<file path="config.mk">
export PLATFORM = sky130hd
export DESIGN_NAME = transmission8_rr_sched
export DESIGN_NICKNAME = d
export VERILOG_FILES = /design/src/rtl/transmission8_rr_sched_pkg.sv /design/src/rtl/transmission8_rr_sched_rr_pick8.sv /design/src/rtl/transmission8_rr_sched.sv
export SDC_FILE = /design/constraint.sdc
export NUM_CORES = 1
export LEC_CHECK = 0
export ABC_AREA = 1
export CORE_ASPECT_RATIO = 0.6
export CORE_MARGIN = 5
export CORE_UTILIZATION = 35
export DETAILED_ROUTE_END_ITERATION = 6
export PLACE_DENSITY = 0.64
export SLEW_MARGIN = 20
export SYNTH_ARGS = -nofsm -noshare
export SYNTH_HDL_FRONTEND = slang
export SYNTH_SLANG_ARGS = --single-unit
</file>
<file path="constraint.sdc">
create_clock -name iClk -period 3.3 [get_ports iClk]
set_clock_uncertainty 0.05 [all_clocks]
set_input_delay 0.66 -clock iClk [delete_from_list [all_inputs] [get_ports iClk]]
set_output_delay 0.66 -clock iClk [all_outputs]
set_load 0.01 [all_outputs]
</file>
<file path="src/rtl/transmission8_rr_sched_pkg.sv">
// Shared types and helpers for the 8-source round-robin transmission scheduler.
package transmission8_rr_sched_pkg;

    localparam int N_SRC = 8;
    localparam int SEL_W = 3;

    typedef enum logic {
        IDLE = 1'b0,
        XFER = 1'b1
    } state_t;

    // Index offset from base, wrapping naturally modulo 8 through the 3-bit width.
    function automatic logic [SEL_W-1:0] rot_idx(input logic [SEL_W-1:0] base,
                                                 input logic [SEL_W-1:0] off);
        return base + off;
    endfunction

    function automatic logic [N_SRC-1:0] sel_to_onehot(input logic [SEL_W-1:0] sel);
        return {{(N_SRC-1){1'b0}}, 1'b1} << sel;
    endfunction

endpackage

</file>
<file path="src/rtl/transmission8_rr_sched_rr_pick8.sv">
// Combinational round-robin picker: first requester at or after ptr, wrapping mod 8.
module rr_pick8
    import transmission8_rr_sched_pkg::*;
(
    input  logic [N_SRC-1:0] req,
    input  logic [SEL_W-1:0] ptr,
    output logic [SEL_W-1:0] winner,
    output logic             any
);

    logic [SEL_W-1:0] idx_s;

    // Scan from the farthest offset back to ptr so the nearest requester overwrites last.
    always_comb begin
        winner = ptr;
        idx_s  = ptr;
        any    = |req;
        for (int i = N_SRC - 1; i >= 0; i--) begin
            idx_s  = rot_idx(ptr, SEL_W'(i));
            winner = req[idx_s] ? idx_s : winner;
        end
    end

endmodule

</file>
<file path="src/rtl/transmission8_rr_sched.sv">
// Round-robin burst scheduler driving the A/B/C selects of the shared 8:1 transmission path.
module transmission8_rr_sched
    import transmission8_rr_sched_pkg::*;
#(
    parameter int BURST_LEN = 8,
    parameter int CNT_W     = 8
) (
    input  logic       iClk,
    input  logic       iRst,
    input  logic [7:0] iReq,
    output logic       oA,
    output logic       oB,
    output logic       oC,
    output logic [7:0] oGrant,
    output logic       oBusy,
    output logic       oLast
);

    localparam logic [CNT_W-1:0] LAST_BEAT  = CNT_W'(BURST_LEN - 1);
    localparam logic             SINGLE_BEAT = (BURST_LEN == 1) ? 1'b1 : 1'b0;

    state_t           state_r, state_s;
    logic [SEL_W-1:0] ptr_r, ptr_s;
    logic [SEL_W-1:0] win_r, win_s;
    logic [SEL_W-1:0] sel_r, sel_s;
    logic [CNT_W-1:0] cnt_r, cnt_s;
    logic [N_SRC-1:0] grant_r, grant_s;
    logic             busy_r, busy_s;
    logic             last_r, last_s;

    logic [SEL_W-1:0] pick_ptr_s;
    logic [SEL_W-1:0] pick_win_s;
    logic             pick_any_s;

    // At burst end the pointer moves past the current winner; arbitrate from there directly.
    assign pick_ptr_s = (state_r == XFER) ? (win_r + 3'd1) : ptr_r;

    rr_pick8 u_pick (
        .req    (iReq),
        .ptr    (pick_ptr_s),
        .winner (pick_win_s),
        .any    (pick_any_s)
    );

    // Next-state and next-output logic.
    always_comb begin
        state_s = state_r;
        ptr_s   = ptr_r;
        win_s   = win_r;
        sel_s   = sel_r;
        cnt_s   = cnt_r;
        grant_s = grant_r;
        busy_s  = busy_r;
        last_s  = last_r;
        case (state_r)
            IDLE: begin
                if (pick_any_s) begin
                    state_s = XFER;
                    win_s   = pick_win_s;
                    sel_s   = pick_win_s;
                    grant_s = sel_to_onehot(pick_win_s);
                    busy_s  = 1'b1;
                    cnt_s   = {CNT_W{1'b0}};
                    last_s  = SINGLE_BEAT;
                end else begin
                    state_s = IDLE;
                end
            end
            XFER: begin
                if (last_r || !iReq[win_r]) begin
                    ptr_s = win_r + 3'd1;
                    if (pick_any_s) begin
                        state_s = XFER;
                        win_s   = pick_win_s;
                        sel_s   = pick_win_s;
                        grant_s = sel_to_onehot(pick_win_s);
                        busy_s  = 1'b1;
                        cnt_s   = {CNT_W{1'b0}};
                        last_s  = SINGLE_BEAT;
                    end else begin
                        state_s = IDLE;
                        grant_s = {N_SRC{1'b0}};
                        busy_s  = 1'b0;
                        last_s  = 1'b0;
                        cnt_s   = {CNT_W{1'b0}};
                    end
                end else begin
                    cnt_s  = cnt_r + {{(CNT_W-1){1'b0}}, 1'b1};
                    last_s = ((cnt_r + {{(CNT_W-1){1'b0}}, 1'b1}) == LAST_BEAT);
                end
            end
            default: begin
                state_s = IDLE;
                grant_s = {N_SRC{1'b0}};
                busy_s  = 1'b0;
                last_s  = 1'b0;
                cnt_s   = {CNT_W{1'b0}};
            end
        endcase
    end

    // State and registered outputs.
    always_ff @(posedge iClk or posedge iRst) begin
        if (iRst) begin
            state_r <= IDLE;
            ptr_r   <= 3'd0;
            win_r   <= 3'd0;
            sel_r   <= 3'd0;
            cnt_r   <= {CNT_W{1'b0}};
            grant_r <= {N_SRC{1'b0}};
            busy_r  <= 1'b0;
            last_r  <= 1'b0;
        end else begin
            state_r <= state_s;
            ptr_r   <= ptr_s;
            win_r   <= win_s;
            sel_r   <= sel_s;
            cnt_r   <= cnt_s;
            grant_r <= grant_s;
            busy_r  <= busy_s;
            last_r  <= last_s;
        end
    end

    assign oA     = sel_r[2];
    assign oB     = sel_r[1];
    assign oC     = sel_r[0];
    assign oGrant = grant_r;
    assign oBusy  = busy_r;
    assign oLast  = last_r;

endmodule
</file>
==> run summary <==
status - completed
final hold vios - 0
Gates resized, CTS repair - 0
floorplan row count - 22
initial antenna violation count - 0
Yosys reg bits - 25
Critical Path RT - 3.43 ns
top cells by area, synth - dfrtp_1 (29%), nand2_1 (22%), nand3_1 (8.8%), inv_1 (7.3%), nand2_2 (6.1%)
Via Count - 2,160
number of H-tree levels - 1
Post-CTS Hold Buffers - 0
Final min period - 2.99 ns
synthesized instance count - 338
Syn Nets - 353
Min-Delay Path Class - register to register
Die H - 70.8 um
CP max FO - 10
Max Fclk - 335 MHz
drt total wl - 5560 um
CP endpoint kind - register
Mean Syn Cell Area - 6.38 sq um
clock buffer count from CTS - 3
initial core utilization - 35.6%
Async S/R FF share, synth - 100%
most instantiated library cell after synthesis - nand2_1
CTS tree - built
ANT cells - 0
Multi-input gate area - 1300 sq um
final std cells w/o fill - 445
Worst slew margin - 39.7%
Synth top area share - 29.0%
dpl hpwl - 4480 um
R2R Setup Slk - 0.31 ns
synth-to-layout area growth - 15.7%
fin. max-slew vios - 0
CP arrival - 3.12 ns
Slew @ Worst Pin - 0.899 ns
fraction of layout cells with a size suffix above 1 - 12.5%
Post-synth top flop - dfrtp_1
Clk pin slew, worst setup/hold paths - 0.10 ns
Placed Cells - 441
CTS Buffer Depth - 2
Routed wire per std cell - 12.5 um
EDFF count, synth - 0
core box area - 6060 sq um
Synth area leader - dfrtp_1
fin nets - 377
sequential cell area fraction in the yosys report - 29.0%
Synth Warn # - 0
Die Area - 7880 sq um
port bufs - 22
Synth cell types - 30
final weighted congestion in routability-driven placement - 0.958
first-pass GRT wire length - 9600 um
total gr overflow - 0
setup_tns - 0 ns
Post-CTS Setup Inserts - 0
First-pass DRT Iterations - 4
GRT Util Overall - 14.7%
critical path class - register to register
width of the chip - 111 um
worst skew pair latency - 0.28 ns
largest net degree at the start of global routing - 26
synth cell count leaders - nand2_1 (125), inv_1 (42), nand3_1 (38), dfrtp_1 (25), nand2_2 (21)
Final setup viols - 0
final worst path period share - 90.5%
clock root buffer - clkbuf_8
CTS sink cnt - 25
RSZ-0062 raised after global routing - false
startpoint types - register
DRC Markers - 0
io pins - 23
MaxCap Viol Count - 0
number of vias per cell - 4.85
vias in the first global route - 1,952
Iter 0 DRT Violations - 190
Mapped Area - 2160 sq um
Reg area - 627 sq um
Antenna Nets Post-Route - 0
Fill cells - 644
-- worst max-delay path, cell delays in order, from the launching register on --
cell and delay (ns):
dfrtp_2 0.49, ha_1 0.31, nand2_1 0.08, nand2_2 0.16
ha_1 0.36, inv_1 0.17, nand2_1 0.07, o21ai_1 0.15
nand2_1 0.14, nand2_2 0.10, inv_2 0.05, o21ai_1 0.10
inv_1 0.05, nand2_1 0.06, nand2_1 0.04, nand2_1 0.05
nand2_1 0.07, nand2_1 0.08, nand2_2 0.11, nand3_1 0.11
nand2_1 0.06
-- layout make-up --
cell class / count / share of cell area (%)
inverters: 49 / 7.57
clock inverters: 1 / 0.351
multi-input cells: 260 / 52.0
clock buffers: 3 / 1.65
flip-flops and latches: 25 / 25.1
repair buffers: 23 / 9.13
well taps: 84 / 4.21
-- registers in the layout (all words and copies together) (netlist names) --
name	flops
cnt_r	8
oGrant	8
win_r	3
oLast	1
ptr_r	3
state_r	1
oBusy	1
-- path summary, 6_finish.rpt --
| path | start | endpoint | cells past startpoint |
|---|---|---|---|
| worst max-delay path | win_r[0] | oGrant[6] | 20 |
| worst min-delay path | oGrant[6] | oGrant[6] | 2 |
| worst max register to register | win_r[0] | oGrant[6] | 20 |
| worst min register to register | oGrant[6] | oGrant[6] | 2 |
| max in group asynchronous | iRst | win_r[0] | 2 |
| min in group asynchronous | iRst | oGrant[6] | 2 |
-- layer usage --
layer / up-vias / track usage, % / wire, um
met2: 55 / 18.6 / 1970
met5: - / 0 / 0
met4: 0 / 1.21 / 17
li1: 1116 / - / -
met3: 2 / 4.10 / 461
met1: 987 / 24.6 / 3110
-- logic make-up (layout without fill, tap and decap cells) --
group	Yosys count	count (layout)	synth area share, %
buffers and inverters	53	76	10.9
DFF	25	25	29.0
and+or+nand+nor	209	209	43.7
adders and majority gates	5	5	2.90
xor gates and xnor gates	7	7	2.84
AOI/OAI and AO/OA	39	39	10.7
-- cell usage in the layout, fill, tap and decap left out, types with 2 or more instances in the layout --
cell             netlist  final
inv_6                  1      2
nor2_1                13     13
clkinv_1               1      2
nor3_1                 2      2
a21oi_2                2      2
nand2_1              125    125
ha_1                   5      5
clkdlybuf4s50_1        0     22
nand3_1               38     38
xor2_1                 5      5
nand4_1                3      3
inv_1                 42     41
nand3_2                3      3
o21ai_0               13     12
xnor2_1                2      2
nand2_2               21     21
a21oi_1               11     11
o21ai_1                4      5
o211ai_2               2      2
inv_2                  5      5
clkbuf_8               0      3
o22ai_1                5      5
dfrtp_1               25     24
-- through the flow --
stage	setup slack, ns	hold slack (ns)	instance area, sq um	util (%)
2_1_floorplan	0.750	0.422	2160	-
3_3_place_gp	0.293	0.419	2440	40.4
3_5_place_dp	0.261	0.415	2440	40.4
4_1_cts	0.235	0.451	2490	41.2
5_1_grt	0.00568	0.479	2490	41.2
6_report	0.313	0.444	2490	41.2
Power is left out: the tool's default activity adds up to more than one toggle a clock period on the data nets, which glitch-free logic cannot reach.
